==> src/rtl/hazard_pkg.sv <==
// Shared types for the pipeline hazard controller: shadow-slot record, forward select codes
// and the source/producer match helpers.
package hazard_pkg;

   localparam int REG_ADDR_W = 5;

   typedef struct packed {
      logic                  valid;
      logic [REG_ADDR_W-1:0] rd;
      logic                  we;
      logic                  load;
   } hazard_slot_t;

   typedef enum logic [1:0] {
      FWD_RF  = 2'b00,
      FWD_MEM = 2'b01,
      FWD_WB  = 2'b10
   } fwd_sel_e;

   function automatic logic slot_match(hazard_slot_t s, logic [REG_ADDR_W-1:0] rs, logic used);
      return s.valid & s.we & (s.rd == rs) & used;
   endfunction

   // Youngest producer wins: the ex slot moves to MEM by the time the consumer reaches EX.
   function automatic fwd_sel_e pick_fwd(hazard_slot_t ex, hazard_slot_t mem,
                                         logic [REG_ADDR_W-1:0] rs, logic used);
      fwd_sel_e sel;
      sel = FWD_RF;
      if (slot_match(ex, rs, used))
         sel = FWD_MEM;
      else if (slot_match(mem, rs, used))
         sel = FWD_WB;
      return sel;
   endfunction

endpackage

==> src/rtl/pipeline_hazard_ctrl_if.sv <==
// ID-stage instruction info in, stage enables / bubbles / flushes / forward selects out.
// master = datapath side, slave = hazard controller.
interface pipeline_hazard_ctrl_if #(
   parameter int REG_ADDR_W  = 5,
   parameter int STALL_CNT_W = 16
) ();
   logic                   id_valid;
   logic [REG_ADDR_W-1:0]  id_rs1;
   logic [REG_ADDR_W-1:0]  id_rs2;
   logic                   id_rs1_used;
   logic                   id_rs2_used;
   logic [REG_ADDR_W-1:0]  id_rd;
   logic                   id_rd_we;
   logic                   id_is_load;
   logic                   ex_redirect;
   logic                   mem_busy;
   logic                   stall_if;
   logic                   stall_id;
   logic                   bubble_ex;
   logic                   flush_if_id;
   logic                   freeze;
   logic [1:0]             fwd_a_sel;
   logic [1:0]             fwd_b_sel;
   logic [STALL_CNT_W-1:0] stall_cycles;

   modport master (
      output id_valid, id_rs1, id_rs2, id_rs1_used, id_rs2_used, id_rd, id_rd_we, id_is_load,
             ex_redirect, mem_busy,
      input  stall_if, stall_id, bubble_ex, flush_if_id, freeze, fwd_a_sel, fwd_b_sel, stall_cycles
   );

   modport slave (
      input  id_valid, id_rs1, id_rs2, id_rs1_used, id_rs2_used, id_rd, id_rd_we, id_is_load,
             ex_redirect, mem_busy,
      output stall_if, stall_id, bubble_ex, flush_if_id, freeze, fwd_a_sel, fwd_b_sel, stall_cycles
   );
endinterface

==> src/rtl/hazard_shadow_pipe.sv <==
// Three-slot shadow of in-flight destination registers (ex -> mem -> wb).
// Shifts whenever advance=1; the ex slot takes ins_slot when insert=1, otherwise an empty slot.
module hazard_shadow_pipe
   import hazard_pkg::*;
(
   input  logic         clk,
   input  logic         reset,
   input  logic         advance,
   input  logic         insert,
   input  hazard_slot_t ins_slot,
   output hazard_slot_t ex_slot,
   output hazard_slot_t mem_slot,
   output hazard_slot_t wb_slot
);

   always_ff @(posedge clk) begin
      if (!reset) begin
         ex_slot  <= '0;
         mem_slot <= '0;
         wb_slot  <= '0;
      end else if (advance) begin
         wb_slot  <= mem_slot;
         mem_slot <= ex_slot;
         ex_slot  <= insert ? ins_slot : '0;
      end
   end

endmodule

==> src/rtl/pipeline_hazard_ctrl.sv <==
// RAW hazard, stall, flush and forward-select controller for the 5-stage pipeline.
// HAZARD_FWD_EN defined: forwarding mode, only load-use stalls; undefined: stall on any ex/mem match.
module pipeline_hazard_ctrl
   import hazard_pkg::*;
#(
   parameter int REG_ADDR_W  = 5,
   parameter int STALL_CNT_W = 16
) (
   input  logic                  clk,
   input  logic                  reset,
   pipeline_hazard_ctrl_if.slave hif
);

   logic [REG_ADDR_W-1:0]  rs1, rs2;
   logic                   ex_match, hazard, freeze, stall, ex_insert;
   logic [STALL_CNT_W-1:0] stall_cnt;
   hazard_slot_t           id_slot, ex_slot, mem_slot, wb_slot;
   logic                   unused_slot_bits;

   assign rs1 = hif.id_rs1;
   assign rs2 = hif.id_rs2;

   // wb is kept for completeness; the write-through regfile means it never stalls.
   assign unused_slot_bits = ^{wb_slot, ex_slot.load, mem_slot.load};

   always_comb begin
      id_slot       = '0;
      id_slot.valid = 1'b1;
      id_slot.rd    = hif.id_rd;
      id_slot.we    = hif.id_rd_we & (hif.id_rd != '0);
      id_slot.load  = hif.id_is_load;
   end

   assign ex_match = slot_match(ex_slot, rs1, hif.id_rs1_used)
                   | slot_match(ex_slot, rs2, hif.id_rs2_used);

`ifdef HAZARD_FWD_EN
   assign hazard = hif.id_valid & ex_match & ex_slot.load;
`else
   logic mem_match;
   assign mem_match = slot_match(mem_slot, rs1, hif.id_rs1_used)
                    | slot_match(mem_slot, rs2, hif.id_rs2_used);
   assign hazard    = hif.id_valid & (ex_match | mem_match);
`endif

   // Everything combinational is held low while reset is asserted.
   assign freeze    = reset & hif.mem_busy;
   assign stall     = reset & ((hazard & ~hif.ex_redirect) | hif.mem_busy);
   assign ex_insert = hif.id_valid & ~hazard & ~hif.ex_redirect;

   assign hif.freeze      = freeze;
   assign hif.stall_if    = stall;
   assign hif.stall_id    = stall;
   assign hif.bubble_ex   = reset & (hazard | hif.ex_redirect) & ~hif.mem_busy;
   assign hif.flush_if_id = reset & hif.ex_redirect & ~hif.mem_busy;

   hazard_shadow_pipe u_shadow (
      .clk      (clk),
      .reset    (reset),
      .advance  (~freeze),
      .insert   (ex_insert),
      .ins_slot (id_slot),
      .ex_slot  (ex_slot),
      .mem_slot (mem_slot),
      .wb_slot  (wb_slot)
   );

`ifdef HAZARD_FWD_EN
   fwd_sel_e fwd_a_d, fwd_b_d, fwd_a_q, fwd_b_q;

   assign fwd_a_d = ex_insert ? pick_fwd(ex_slot, mem_slot, rs1, hif.id_rs1_used) : FWD_RF;
   assign fwd_b_d = ex_insert ? pick_fwd(ex_slot, mem_slot, rs2, hif.id_rs2_used) : FWD_RF;

   always_ff @(posedge clk) begin
      if (!reset) begin
         fwd_a_q <= FWD_RF;
         fwd_b_q <= FWD_RF;
      end else if (!freeze) begin
         fwd_a_q <= fwd_a_d;
         fwd_b_q <= fwd_b_d;
      end
   end

   assign hif.fwd_a_sel = fwd_a_q;
   assign hif.fwd_b_sel = fwd_b_q;
`else
   assign hif.fwd_a_sel = FWD_RF;
   assign hif.fwd_b_sel = FWD_RF;
`endif

   always_ff @(posedge clk) begin
      if (!reset)
         stall_cnt <= '0;
      else if (stall && (stall_cnt != '1))
         stall_cnt <= stall_cnt + STALL_CNT_W'(1);
   end

   assign hif.stall_cycles = stall_cnt;

endmodule
==> src/flat_wrapper.sv <==
// flat-port wrapper written by rule: the top's interface ports become plain ports
module pipeline_hazard_ctrl_flat import hazard_pkg::*;
#(
   parameter int REG_ADDR_W  = 5,
   parameter int STALL_CNT_W = 16
)
  (clk, reset, hif_id_valid, hif_id_rs1, hif_id_rs2, hif_id_rs1_used, hif_id_rs2_used, hif_id_rd, hif_id_rd_we, hif_id_is_load, hif_ex_redirect, hif_mem_busy, hif_stall_if, hif_stall_id, hif_bubble_ex, hif_flush_if_id, hif_freeze, hif_fwd_a_sel, hif_fwd_b_sel, hif_stall_cycles);
  pipeline_hazard_ctrl_if #(.REG_ADDR_W(REG_ADDR_W), .STALL_CNT_W(STALL_CNT_W)) hif_i ();
  input  logic clk;
  input  logic reset;
  input wire logic [$bits(hif_i.id_valid)-1:0] hif_id_valid;
  input wire logic [$bits(hif_i.id_rs1)-1:0] hif_id_rs1;
  input wire logic [$bits(hif_i.id_rs2)-1:0] hif_id_rs2;
  input wire logic [$bits(hif_i.id_rs1_used)-1:0] hif_id_rs1_used;
  input wire logic [$bits(hif_i.id_rs2_used)-1:0] hif_id_rs2_used;
  input wire logic [$bits(hif_i.id_rd)-1:0] hif_id_rd;
  input wire logic [$bits(hif_i.id_rd_we)-1:0] hif_id_rd_we;
  input wire logic [$bits(hif_i.id_is_load)-1:0] hif_id_is_load;
  input wire logic [$bits(hif_i.ex_redirect)-1:0] hif_ex_redirect;
  input wire logic [$bits(hif_i.mem_busy)-1:0] hif_mem_busy;
  output wire logic [$bits(hif_i.stall_if)-1:0] hif_stall_if;
  output wire logic [$bits(hif_i.stall_id)-1:0] hif_stall_id;
  output wire logic [$bits(hif_i.bubble_ex)-1:0] hif_bubble_ex;
  output wire logic [$bits(hif_i.flush_if_id)-1:0] hif_flush_if_id;
  output wire logic [$bits(hif_i.freeze)-1:0] hif_freeze;
  output wire logic [$bits(hif_i.fwd_a_sel)-1:0] hif_fwd_a_sel;
  output wire logic [$bits(hif_i.fwd_b_sel)-1:0] hif_fwd_b_sel;
  output wire logic [$bits(hif_i.stall_cycles)-1:0] hif_stall_cycles;
  assign hif_i.id_valid = hif_id_valid;
  assign hif_i.id_rs1 = hif_id_rs1;
  assign hif_i.id_rs2 = hif_id_rs2;
  assign hif_i.id_rs1_used = hif_id_rs1_used;
  assign hif_i.id_rs2_used = hif_id_rs2_used;
  assign hif_i.id_rd = hif_id_rd;
  assign hif_i.id_rd_we = hif_id_rd_we;
  assign hif_i.id_is_load = hif_id_is_load;
  assign hif_i.ex_redirect = hif_ex_redirect;
  assign hif_i.mem_busy = hif_mem_busy;
  assign hif_stall_if = hif_i.stall_if;
  assign hif_stall_id = hif_i.stall_id;
  assign hif_bubble_ex = hif_i.bubble_ex;
  assign hif_flush_if_id = hif_i.flush_if_id;
  assign hif_freeze = hif_i.freeze;
  assign hif_fwd_a_sel = hif_i.fwd_a_sel;
  assign hif_fwd_b_sel = hif_i.fwd_b_sel;
  assign hif_stall_cycles = hif_i.stall_cycles;
  pipeline_hazard_ctrl #(.REG_ADDR_W(REG_ADDR_W), .STALL_CNT_W(STALL_CNT_W)) u_core (.clk(clk), .reset(reset), .hif(hif_i));
endmodule
==> config.mk <==
export PLATFORM = sky130hd
export DESIGN_NAME = pipeline_hazard_ctrl_flat
export DESIGN_NICKNAME = d
export VERILOG_FILES = /design/src/rtl/hazard_pkg.sv /design/src/rtl/pipeline_hazard_ctrl_if.sv /design/src/rtl/hazard_shadow_pipe.sv /design/src/rtl/pipeline_hazard_ctrl.sv /design/src/flat_wrapper.sv
export SDC_FILE = /design/constraint.sdc
export NUM_CORES = 1
export LEC_CHECK = 0
export CAP_MARGIN = 20
export CORE_ASPECT_RATIO = 0.9
export CORE_MARGIN = 2
export CORE_UTILIZATION = 40
export CTS_CLUSTER_DIAMETER = 150
export CTS_CLUSTER_SIZE = 14
export DETAILED_ROUTE_END_ITERATION = 12
export GPL_ROUTABILITY_DRIVEN = 0
export PLACE_DENSITY = 0.64
export SLEW_MARGIN = 20
export SYNTH_ARGS = -nofsm -noshare
export SYNTH_HDL_FRONTEND = slang
export SYNTH_HIERARCHICAL = 1
export SYNTH_SLANG_ARGS = --single-unit
==> constraint.sdc <==
create_clock -name clk -period 1.9 [get_ports clk]
set_input_delay 0.475 -clock clk [delete_from_list [all_inputs] [get_ports clk]]
set_output_delay 0.475 -clock clk [all_outputs]
set_load 0.02 [all_outputs]
# Yosys cells after proc, flatten, opt, wreduce, memory -nomap -nowiden
# Cells that the tools add are included.
totals:
  ff_bits: 30
  out_inout_bits: 25
op_classes:
  addsub: 1
  n_eq_ne: 5
  mux: 1
  n_bitwise: 29
  reduce_logical: 2
ops:
  columns: ["op", "n"]
  rows:
  - ["$and A1 B1 Y1", 21]
  - ["$eq A5 B5 Y1", 4]
  - ["$add A16 B1 Y16 const B", 1]
  - ["$ne A16 B16 Y1 const B", 1]
  - ["$mux W8", 1]
  - ["$or A1 B1 Y1", 5]
  - ["$reduce_bool A5 Y1", 1]
  - ["$not A1 Y1", 3]
  - ["$logic_and A1 B1 Y1", 1]

# Logic depth before layout (Yosys ltp)
# Gate-level depths: netlist of run 1.
logic_depth:
  depth_word: 10
  mapped_depth: 9

# Cells and area by module
# The synthesis of run 1 kept the hierarchy.
modules_own_cells:
  columns: ["module", "instances", "cells_each", "area_each_um2"]
  rows:
  - ["pipeline_hazard_ctrl", 1, 147, 1265.0]
  - ["hazard_shadow_pipe", 1, 88, 947.2]

# Least setup slack after synthesis of run 1
# OpenSTA, ideal clock, no wires.
synth_timing:
  path_type: "input port to output port"
  from: "input hif_id_rs1[0]"
  to: "output hif_stall_if"
  arrival_ps: 1714
  setup_slack_ps: -289
  path_stages: 7
  path_buffers: 1
  path_cell_list: "xnor2_1 nand4_1 o22ai_2 or2_2 a21oi_1 nor2_1 buf_4"
synth_via:
  elab_chain_cells: 9
  elab_cells_between_ends: 13
synth_rtl:
  columns: ["item", "line_no", "text"]
  rows:
  - ["start: declaration", "flat_wrapper.sv:12", "input wire logic [$bits(hif_i.id_rs1)-1:0] hif_id_rs1;"]
  - ["$eq A5 B5 Y1", "hazard_pkg.sv:21", "return s.valid & s.we & (s.rd == rs) & used;"]
  - ["$and A1 B1 Y1 (2 in series)", "hazard_pkg.sv:21", null]
  - ["$or A1 B1 Y1, on equally long branches", "pipeline_hazard_ctrl.sv:35, pipeline_hazard_ctrl.sv:42", null]
  - ["$or A1 B1 Y1 (*)", "pipeline_hazard_ctrl.sv:43", "assign hazard = hif.id_valid & (ex_match | mem_match);"]
  - ["$and A1 B1 Y1 (*)", "pipeline_hazard_ctrl.sv:43", null]
  - ["$and A1 B1 Y1 (*)", "pipeline_hazard_ctrl.sv:48", "assign stall = reset & ((hazard & ~hif.ex_redirect) | hif.mem_busy);"]
  - ["$or A1 B1 Y1 (*)", "pipeline_hazard_ctrl.sv:48", null]
  - ["$and A1 B1 Y1 (*)", "pipeline_hazard_ctrl.sv:48", null]
  - ["end: declaration", "flat_wrapper.sv:21", "output wire logic [$bits(hif_i.stall_if)-1:0] hif_stall_if;"]
# Every way passes the cells marked *; elsewhere a longest branch is shown, timed or not.

# Worst setup path in the final report of run 1
layout_timing:
  from: "register, netlist name u_core/u_shadow/ex_slot[3]"
  to: "output hif_stall_if"
layout_via:
  elab_chain_cells: 9
  elab_cells_between_ends: 12
layout_rtl:
  columns: ["item", "line_no", "text"]
  rows:
  - ["$eq A5 B5 Y1", "hazard_pkg.sv:21", null]
  - ["$and A1 B1 Y1 (2 in series)", "hazard_pkg.sv:21", null]
  - ["$or A1 B1 Y1 (*)", "pipeline_hazard_ctrl.sv:35", "| slot_match(ex_slot, rs2, hif.id_rs2_used);"]
  - ["$or A1 B1 Y1 (*)", "pipeline_hazard_ctrl.sv:43", null]
  - ["$and A1 B1 Y1 (*)", "pipeline_hazard_ctrl.sv:43", null]
  - ["$and A1 B1 Y1 (*)", "pipeline_hazard_ctrl.sv:48", null]
  - ["$or A1 B1 Y1 (*)", "pipeline_hazard_ctrl.sv:48", null]
  - ["$and A1 B1 Y1 (*)", "pipeline_hazard_ctrl.sv:48", null]
# Marked as above.

==> results.txt, run 1 <==
Status -> finished with violations
Failing checks -> negative setup slack
Final worst slack -> -182 ps
Fin nets -> 310
Clk buf depth -> 2
CP Capture Type -> primary output
Post-route ant nets -> 0
Ports -> 49
Synthesized area -> 1850 um2
Max_cap viols -> 0
Die Wd -> 75.6 um
Pleak -> 1.07 nW
Post-synthesis instance total -> 204
Die height -> 68.5 um
Initial Util -> 41.4%
Final Max Slew Viols -> 0
Via Count -> 1737
Final core occ -> 61.1%
Hold Vio Cnt, Final -> 0
Critical Path Sink -> hif_stall_if
Fin cells -> 348
Avg Vias per Cell -> 4.99
# diodes -> 0
Largest net degree at the start of global routing -> 27
Crit Reg-Reg Endpoint -> u_core/hif.stall_cycles[9]$_SDFFE_PN0P_
Fin crit period -> 2080 ps
Core footprint -> 4460 um2
First-pass GRT wire length -> 7460 um
# rows -> 23
Number of global-route vias before repair -> 1650
Hold Path Depth -> 2
Share of cells above drive strength 1 -> 37.1%
R2R depth -> 7
CP Launch Point -> u_core/u_shadow/ex_slot[3]$_SDFFE_PN0P_
HP Class -> flip-flop to flip-flop
Final Cycle Share -> 110%
R2r startpoint -> u_core/hif.stall_cycles[0]$_SDFFE_PN0P_
Initial antenna violation count -> 0
GRT Total Usage -> 19.2%
PortBufs -> 43
Area delta synth->final -> 47.4%
Root buf cell -> clkbuf_8
WL/cell -> 13.7 um
Critical path peak fanout -> 3
GRT overflow -> 0
TritonCTS Sinks -> 30
Hpwl dp -> 3430 um
Mapped Avg Cell Area -> 9.06 um2
Hold Buf Count CTS -> 0
CTS tree -> built
Final clock skew -> 5.78 ps
Pwr/cell area -> 524 nW/um2
VDD IR max -> 0.371 mV
Fmax -> 0.480 GHz
Unrepaired setup endpoints after global routing -> yes
Worst-Skew Late Latency -> 280 ps
Final Setup Violations -> 3
Routed wire length -> 4780 um
Clock-pin slew on the worst setup and hold paths -> 60 ps
Ys Warns -> 6
R2R Setup Slk -> 60 ps
Total iterations of the first detailed-routing run -> 4
Total Neg Setup Slack -> -535 ps
# DRC -> 0
CTS Buf Count -> 5
Iteration-0 DRC count of the detailed router -> 58
Full die area -> 5180 um2
Worst path arrival time -> 1610 ps
Placed instance count -> 335
CP required -> 1420 ps
Critical path class -> flip-flop to primary output
H-Tree Depth -> 2
Worst setup SP type -> flip-flop
placed cells by master, fill, tap and decap left out, types with 2 or more instances in the layout:
cell,instances
or4_1,2
clkinv_2,2
dfxtp_1,19
dlygate4sd2_1,5
conb_1,5
nor4_1,2
buf_2,10
a21oi_2,2
buf_4,44
o311ai_0,2
mux2i_1,10
xnor2_1,14
inv_1,6
nand3b_1,7
nor3_1,2
nand2_1,19
clkdlybuf4s50_1,22
o21a_1,2
a21oi_1,2
o31ai_1,7
and2_1,2
dfxtp_2,7
buf_6,4
dfxtp_4,4
o211ai_1,5
nand3_1,6
o31ai_4,2
nand4_1,18
nor3_2,2
o21ai_0,4
o22ai_2,2
xnor2_2,7
nor2_1,2
nor2b_1,8
clkbuf_8,6
nand2b_1,3
area by class of cell:
cell class	count	area, um2
Clock buffer	7	86.3
Clock inverter	1	5.00
Fill cell	412	1740
Inverter	7	27.5
Multi-Input combinational cell	154	1200
Sequential cell	30	624
Tap cell	62	77.6
Timing Repair Buffer	87	704
metal layers:
metal  global-route usage (%)  vias to the layer above  wire [um]
met3                     4.42                        6        181
met2                     30.8                       35       2200
li1                         -                      895          -
met1                     26.0                      801       2350
met5                        0                        -          0
met4                     4.61                        0         47
flip-flops by register name, indices dropped and copies added (netlist names):
name / flops
u_core/u_shadow/mem_slot: 7
u_core/u_shadow/ex_slot: 7
u_core/hif.stall_cycles: 16
through the flow:
step           area [um2]  worst slack (ps)  hold slack, ps  total power, mW
2_1_floorplan        1930             -48.1             472            0.809
3_3_place_gp         2570             -1010             470            0.909
3_5_place_dp         2570             -1040             475            0.911
4_1_cts              2670              -285             484             1.43
5_1_grt              2720              -243             534             1.47
6_report             2720              -182             491             1.43
worst max-delay path: stages, from the launching register on:
cell and delay [ps]:
dfxtp_4 360, xnor2_2 120, nand4_1 110, o22ai_2 100, or2_4 280, a21oi_4 160, nor2_4 60, buf_6 130
how the worst min path moves through the flow:
stage	from	to	slack [ps]
2_1_floorplan	u_core/u_shadow/ex_slot[1]$_SDFFE_PN0P_	u_core/u_shadow/ex_slot[1]$_SDFFE_PN0P_	470
3_3_place_gp	u_core/hif.stall_cycles[11]$_SDFFE_PN0P_	u_core/hif.stall_cycles[11]$_SDFFE_PN0P_	470
3_5_place_dp	u_core/hif.stall_cycles[11]$_SDFFE_PN0P_	u_core/hif.stall_cycles[11]$_SDFFE_PN0P_	470
4_1_cts	u_core/hif.stall_cycles[11]$_SDFFE_PN0P_	u_core/hif.stall_cycles[11]$_SDFFE_PN0P_	480
5_1_grt	u_core/hif.stall_cycles[11]$_SDFFE_PN0P_	u_core/hif.stall_cycles[11]$_SDFFE_PN0P_	530
6_report	u_core/hif.stall_cycles[11]$_SDFFE_PN0P_	u_core/hif.stall_cycles[11]$_SDFFE_PN0P_	490
repair_timing:
| action | in CTS | in global routing |
|---|---|---|
| gates resized for setup | 81 | 18 |
| buffers inserted | 4 | 1 |
| gates cloned | 1 | 0 |
| setup endpoints to repair | 20 | 9 |
| pin swaps | 21 | 13 |
power breakdown:
group / switching [mW] / internal (mW) / total, mW / leakage [nW]
Combinational: 0.119 / 0.131 / 0.249 / 0.773
Clock: 0.240 / 0.292 / 0.531 / 0.0482
Sequential: 0.0105 / 0.636 / 0.647 / 0.249
Total: 0.369 / 1.06 / 1.43 / 1.07
Note: power is estimated with default switching activity, not from simulation.
==> inputs of run 2 (changes only) <==
--- a/config.mk
+++ b/config.mk
@@ -13,6 +13,7 @@
 export CTS_CLUSTER_SIZE = 14
 export DETAILED_ROUTE_END_ITERATION = 12
 export GPL_ROUTABILITY_DRIVEN = 0
+export MAX_ROUTING_LAYER = met4
 export PLACE_DENSITY = 0.64
 export SLEW_MARGIN = 20
 export SYNTH_ARGS = -nofsm -noshare
==> results.txt, run 2 (synthesis gave the netlist of run 1 again) <==
Post-route ant nets -> 0 (unchanged)
Critical path class -> flip-flop to primary output
Final Cycle Share -> 109% (-0.21 points)
H-Tree Depth -> 2 (unchanged)
Final clock skew -> 6.02 ps (+0.234 ps)
First-pass GRT wire length -> 7450 um (about the same)
Clock-pin slew on the worst setup and hold paths -> 60 ps (about the same)
Final core occ -> 61.1% (unchanged)
# DRC -> 0 (unchanged)
Commonest non-fill, non-tap cells in the layout -> buf_4 (44), clkdlybuf4s50_1 (22), nand2_1 (19), dfxtp_1 (19), nand4_1 (18)
VDD IR max -> 0.371 mV (about the same)
CP max stage delay -> 360 ps (about the same)
Slowest stage cell, crit path -> dfxtp_4
Worst path arrival time -> 1600 ps (about the same)
Share of cells above drive strength 1 -> 37.1% (unchanged)
Pleak -> 1.07 nW (unchanged)
CTS tree -> built
Fin nets -> 310 (unchanged)
WP depth -> 7 (unchanged)
CP required -> 1420 ps (about the same)
Full die area -> 5180 um2 (unchanged)
Worst setup SP type -> flip-flop
R2R depth -> 7 (unchanged)
Hold Vio Cnt, Final -> 0 (unchanged)
Ports -> 49 (unchanged)
Failing checks -> negative setup slack
Initial Util -> 41.4% (unchanged)
HP Class -> flip-flop to flip-flop
Hpwl dp -> 3430 um (unchanged)
Unrepaired setup endpoints after global routing -> yes
Iteration-0 DRC count of the detailed router -> 39 (-33%)
GRT Total Usage -> 19.7% (+0.54 points)
Largest net degree at the start of global routing -> 27 (unchanged)
# rows -> 23 (unchanged)
Pwr/cell area -> 523 nW/um2 (-0.12%)
Avg Vias per Cell -> 5.04 (+1.0%)
Core footprint -> 4460 um2 (unchanged)
CP Capture Type -> primary output
GRT overflow -> 0 (unchanged)
Total iterations of the first detailed-routing run -> 4 (unchanged)
Hold Buf Count CTS -> 0 (unchanged)
TritonCTS Sinks -> 30 (unchanged)
Worst path top cell family by delay -> simple AND/OR/NAND/NOR gates
Worst-Skew Late Latency -> 280 ps (about the same)
Status -> finished with violations
Clk buf depth -> 2 (unchanged)
Max_cap viols -> 0 (unchanged)
# diodes -> 0 (unchanged)
Crit path buffers/inverters -> 1 (unchanged)
Final worst slack -> -178 ps (+3.90 ps)
CTS Buf Count -> 5 (unchanged)
Fin crit period -> 2080 ps (-3.90 ps)
Hold Path Depth -> 2 (unchanged)
Final Setup Violations -> 3 (unchanged)
Initial antenna violation count -> 0 (unchanged)
Root buf cell -> clkbuf_8
Total chip power -> 1.43 mW (-0.12%)
PortBufs -> 43 (unchanged)
Commonest non-fill, non-tap cell in the layout -> buf_4
Fmax -> 0.481 GHz (+0.19%)
Crit-path cells -> xnor2_2 -> nand4_1 -> o22ai_2 -> or2_4 -> a21oi_4 -> nor2_4 -> buf_6
Max reg flops -> 16 (unchanged)
Number of global-route vias before repair -> 1655 (+0.30%)
Via Count -> 1755 (+1.0%)
Area delta synth->final -> 47.4% (unchanged)
Routed wire length -> 4790 um (+0.21%)
Die height -> 68.5 um (unchanged)
Die Wd -> 75.6 um (unchanged)
Critical path peak fanout -> 3 (unchanged)
WL/cell -> 13.8 um (+0.21%)
Final Max Slew Viols -> 0 (unchanged)
[run 2: cell counts in the layout (fill, tap and decap cells not counted)]
Identical to the previous run, type by type.
[run 2: path summary, 6_finish.rpt]
kind                                       startpoint                                       end  slack, ps
max           u_core/u_shadow/ex_slot[3]$_SDFFE_PN0P_                              hif_stall_if       -180
min          u_core/hif.stall_cycles[11]$_SDFFE_PN0P_  u_core/hif.stall_cycles[11]$_SDFFE_PN0P_        490
max reg2reg   u_core/hif.stall_cycles[0]$_SDFFE_PN0P_   u_core/hif.stall_cycles[9]$_SDFFE_PN0P_         50
min reg2reg  u_core/hif.stall_cycles[11]$_SDFFE_PN0P_  u_core/hif.stall_cycles[11]$_SDFFE_PN0P_        490
[run 2: layout make-up]
| class | count | area (um2) |
|---|---|---|
| clock buffers | 7 | 86.3 |
| clock inverters | 1 | 5.00 |
| fillers | 412 | 1740 |
| inverters | 7 | 27.5 |
| multi-input cells | 154 | 1200 |
| flip-flops and latches | 30 | 624 |
| well taps | 62 | 77.6 |
| repair buffers | 87 | 704 |
[run 2: metal layers]
| layer | routed length (um) | part of all wire [%] | vias to the layer above | GRT usage (%) |
|---|---|---|---|---|
| met5 | 0 | 0 | - | - |
| met4 | 34 | 0.71 | 0 | 4.61 |
| met3 | 234 | 4.9 | 4 | 4.42 |
| met2 | 2200 | 46 | 51 | 30.8 |
| met1 | 2320 | 48 | 807 | 26.0 |
| li1 | - | - | 893 | - |
[run 2: power breakdown]
part           internal, mW  switching, mW  total [mW]
clock network         0.292          0.237       0.529
logic                 0.131          0.119       0.250
registers             0.636         0.0106       0.647
[run 2: worst min-delay path, stage by stage (launching register included)]
cell	delay, ps
dfxtp_1	330
nand2_1	60
mux2i_1	50
[run 2: through the flow]
stage	cells	setup WS [ps]	setup TNS [ps]	cell area [um2]	hold WS (ps)
2_1_floorplan	207	-48.1	-60.6	1930	472
3_3_place_gp	335	-1010	-15070	2570	470
3_5_place_dp	335	-1040	-15840	2570	475
4_1_cts	348	-285	-707	2670	484
5_1_grt	348	-243	-730	2720	534
6_report	348	-178	-522	2720	490
[run 2: timing repair]
action                     in CTS  in global routing
gates resized for setup        81                 18
setup buffers                   4                  1
setup endpoints to repair      20                  9
pin swaps                      21                 13
cloned                          1                  0
==> inputs of run 3 (changes only) <==
--- a/config.mk
+++ b/config.mk
@@ -14,9 +14,8 @@
 export DETAILED_ROUTE_END_ITERATION = 12
 export GPL_ROUTABILITY_DRIVEN = 0
 export MAX_ROUTING_LAYER = met4
-export PLACE_DENSITY = 0.64
+export PLACE_DENSITY = 0.67
 export SLEW_MARGIN = 20
 export SYNTH_ARGS = -nofsm -noshare
 export SYNTH_HDL_FRONTEND = slang
-export SYNTH_HIERARCHICAL = 1
 export SYNTH_SLANG_ARGS = --single-unit
==> results.txt, run 3 <==
Area contributors post-synth -> dfxtp_1 (33%), mux2i_1 (12%), xnor2_1 (9.6%)
R2r startpoint -> u_core.u_shadow.mem_slot[3]$_SDFFE_PN0N_
Crit Reg-Reg Endpoint -> u_core.hif.stall_cycles[11]$_SDFFE_PN0P_
Fmax -> 0.473 GHz (-1.8%)
Worst slew pin tran -> 494 ps
Largest net degree at the start of global routing -> 32 (+19%)
PortBufs -> 43 (unchanged)
Core footprint -> 4430 um2 (-0.65%)
Initial antenna violation count -> 0 (unchanged)
Root buf cell -> clkbuf_8
Final clock skew -> 5.43 ps (-0.587 ps)
Hold Startpoint -> u_core.hif.stall_cycles[4]$_SDFFE_PN0P_
Multi-input logic area -> 1260 um2 (+4.8%)
Pre-CTS WS -> -1020 ps (+25.9 ps)
Die height -> 68.1 um (-0.54%)
# DRC -> 0 (unchanged)
Unrepaired setup endpoints after global routing -> yes
Post-synthesis instance total -> 209 (+2.5%)
Final Cycle Share -> 111% (+2.0 points)
Register share of total power -> 42.6% (-2.8 points)
Ys Warns -> 0 (-6)
Total iterations of the first detailed-routing run -> 4 (unchanged)
Pwr/cell area -> 572 nW/um2 (+9.3%)
Ys flop type -> dfxtp_1
Number of global-route vias before repair -> 1600 (-3.3%)
Worst setup SP type -> flip-flop
Max reg flops -> 16 (unchanged)
# diodes -> 0 (unchanged)
Critical path class -> flip-flop to primary output
TritonCTS Sinks -> 30 (unchanged)
Hold endpoint -> u_core.hif.stall_cycles[4]$_SDFFE_PN0P_
Cell variety after synth -> 40
Final Max Slew Viols -> 0 (unchanged)
Worst path arrival time -> 1640 ps (+40 ps)
VDD IR max -> 0.371 mV (+0.12%)
Combinational power share -> 14.9% (-2.6 points)
Critical path peak fanout -> 3 (unchanged)
Post-route ant nets -> 0 (unchanged)
Commonest non-fill, non-tap cell in the layout -> buf_4
Share of cells above drive strength 1 -> 33.0% (-4.1 points)
Total chip power -> 1.55 mW (+8.6%)
Via Count -> 1775 (+1.1%)
WL/cell -> 14.3 um (+3.7%)
First-pass GRT wire length -> 7600 um (+2.0%)
Synthesized area -> 1830 um2 (-1.2%)
Final worst slack -> -216 ps (-37.9 ps)
Die Wd -> 75.2 um (-0.54%)
Failing checks -> negative setup slack
GRT overflow -> 0 (unchanged)
Status -> finished with violations
CTS tree -> built
Sw Ratio -> 23.8% (-1.9 points)
Clock-pin slew on the worst setup and hold paths -> 60 ps (about the same)
CP required -> 1420 ps (about the same)
GRT Total Usage -> 20.3% (+0.61 points)
Slew Limit Headroom -> 66.8%
CP Capture Type -> primary output
Hpwl dp -> 3500 um (+2.0%)
Cell Int Power -> 1.18 mW (+11%)
Full die area -> 5120 um2 (-1.1%)
Worst-Skew Late Latency -> 280 ps (about the same)
Ports -> 49 (unchanged)
Iteration-0 DRC count of the detailed router -> 92 (+140%)
Final Setup Violations -> 11 (+8)
Initial Util -> 41.2% (-0.21 points)
Most frequent cell after synthesis -> dfxtp_1
Final core occ -> 61.1% (about the same)
Fin crit period -> 2120 ps (+37.9 ps)
Synth top area share -> 32.9%
Hold_ws -> 485 ps (-4.86 ps)
Routed wire length -> 4860 um (+1.6%)
Sw Pwr -> 0.369 mW (+0.41%)
Fin nets -> 304 (-1.9%)
# rows -> 23 (unchanged)
HP Class -> flip-flop to flip-flop
Pleak -> 1.10 nW (+2.5%)
Synth area leader -> dfxtp_1
R2R depth -> 10 (+3)
FF/Latch Area -> 616 um2 (-1.4%)
Number of flops mapped to enable cells by yosys -> 0
Hold Vio Cnt, Final -> 0 (unchanged)
Commonest non-fill, non-tap cells in the layout -> buf_4 (32), clkdlybuf4s50_1 (24), mux2i_1 (21)
R2R Setup Slk -> -60 ps (-110 ps)
Max_cap viols -> 0 (unchanged)
Ys async rst share -> 0%
Post-synthesis sequential area ratio -> 32.9%
Area delta synth->final -> 48.2%
CTS Buf Count -> 5 (unchanged)
Avg Vias per Cell -> 5.21 (+3.2%)
List of most frequent post-synthesis cells -> dfxtp_1 (30), mux2i_1 (21), nand2_1 (21)
H-Tree Depth -> 2 (unchanged)
Fill cell count -> 403 (-2.2%)
Clk pwr share -> 42.6% (+5.5 points)
Clk buf depth -> 2 (unchanged)
Mapped Avg Cell Area -> 8.74 um2 (-3.5%)
Hold Path Depth -> 1 (-1)
#FFs+latches synth -> 30
## run 3: routing by layer
layer	vias up	part of all wire [%]	routed length (um)	global-route usage, %
met5	-	0	0	-
met4	0	1.2	58	7.02
met3	7	4.2	202	4.57
met2	47	46	2230	29.8
met1	827	49	2370	27.6
li1	894	-	-	-
## run 3: critical path, cell delays in order, from the launching register on
cell	delay, ps
dfxtp_2	340
xnor2_1	180
nand4_1	150
o22ai_2	280
nor2_2	100
o21ai_4	170
buf_6	140
## run 3: power groups by stage
stage	combinational, mW	clock, mW	sequential [mW]
floorplan	0.114	0	0.680
global placement	0.229	0	0.671
detailed placement	0.233	0	0.672
CTS	0.223	0.664	0.659
global route	0.251	0.701	0.660
finish	0.231	0.659	0.659
## run 3: stage by stage
step                      setup TNS, ps  cell area (um2)  std cells
after floorplan                   -43.1             1870        212
after global placement           -13800             2520        330
after detailed placement         -14440             2520        330
after CTS                          -437             2620        339
after global routing              -2590             2710        341
final                              -829             2710        341
## run 3: cell families (layout without fill, tap and decap cells)
| logic type | count (synthesis) | count (layout) | synth area share (%) |
|---|---|---|---|
| adder cells (fa/ha/maj) | 1 | 1 | 0.685 |
| buffers and inverters | 20 | 87 | 5.55 |
| other | 1 | 4 | 0.205 |
| XOR/XNOR | 20 | 20 | 9.59 |
| AO/OA/AOI/OAI | 31 | 31 | 12.3 |
| AND/OR/NAND/NOR | 84 | 84 | 26.6 |
| flip-flops | 30 | 30 | 32.9 |
| multiplexers | 22 | 22 | 12.1 |
## run 3: timing repair
action                     in CTS  in global routing
hold endpoints to repair        0                  0
gates cloned                    0                  0
resized for setup              83                 17
buffers inserted                3                  2
pin swaps                      21                 13
setup endpoints to repair      28                 14
hold buffers                    0                  0
## run 3: final cells by class
cell class	count	share of cell area (%)
clock buffers	6	3.05
well taps	62	2.87
repair buffers	76	23.3
flip-flops and latches	30	22.7
clock inverters	1	1.11
multi-input cells	162	46.4
inverters	4	0.555
## run 3: worst max-delay path by stage
stage	from	to	slack, ps	cells past startpoint
after floorplan	hif_id_rs2[1]	hif_stall_if	-40	6
after global placement	hif_id_rs2[1]	hif_bubble_ex	-1010	7
after detailed placement	hif_id_rs2[1]	hif_bubble_ex	-1020	7
after CTS	u_core.u_shadow.mem_slot[6]$_SDFFE_PN0N_	hif_stall_id	-150	6
after global routing	u_core.u_shadow.ex_slot[6]$_SDFFE_PN0N_	hif_stall_if	-320	6
final	u_core.u_shadow.ex_slot[6]$_SDFFE_PN0N_	hif_stall_id	-220	6
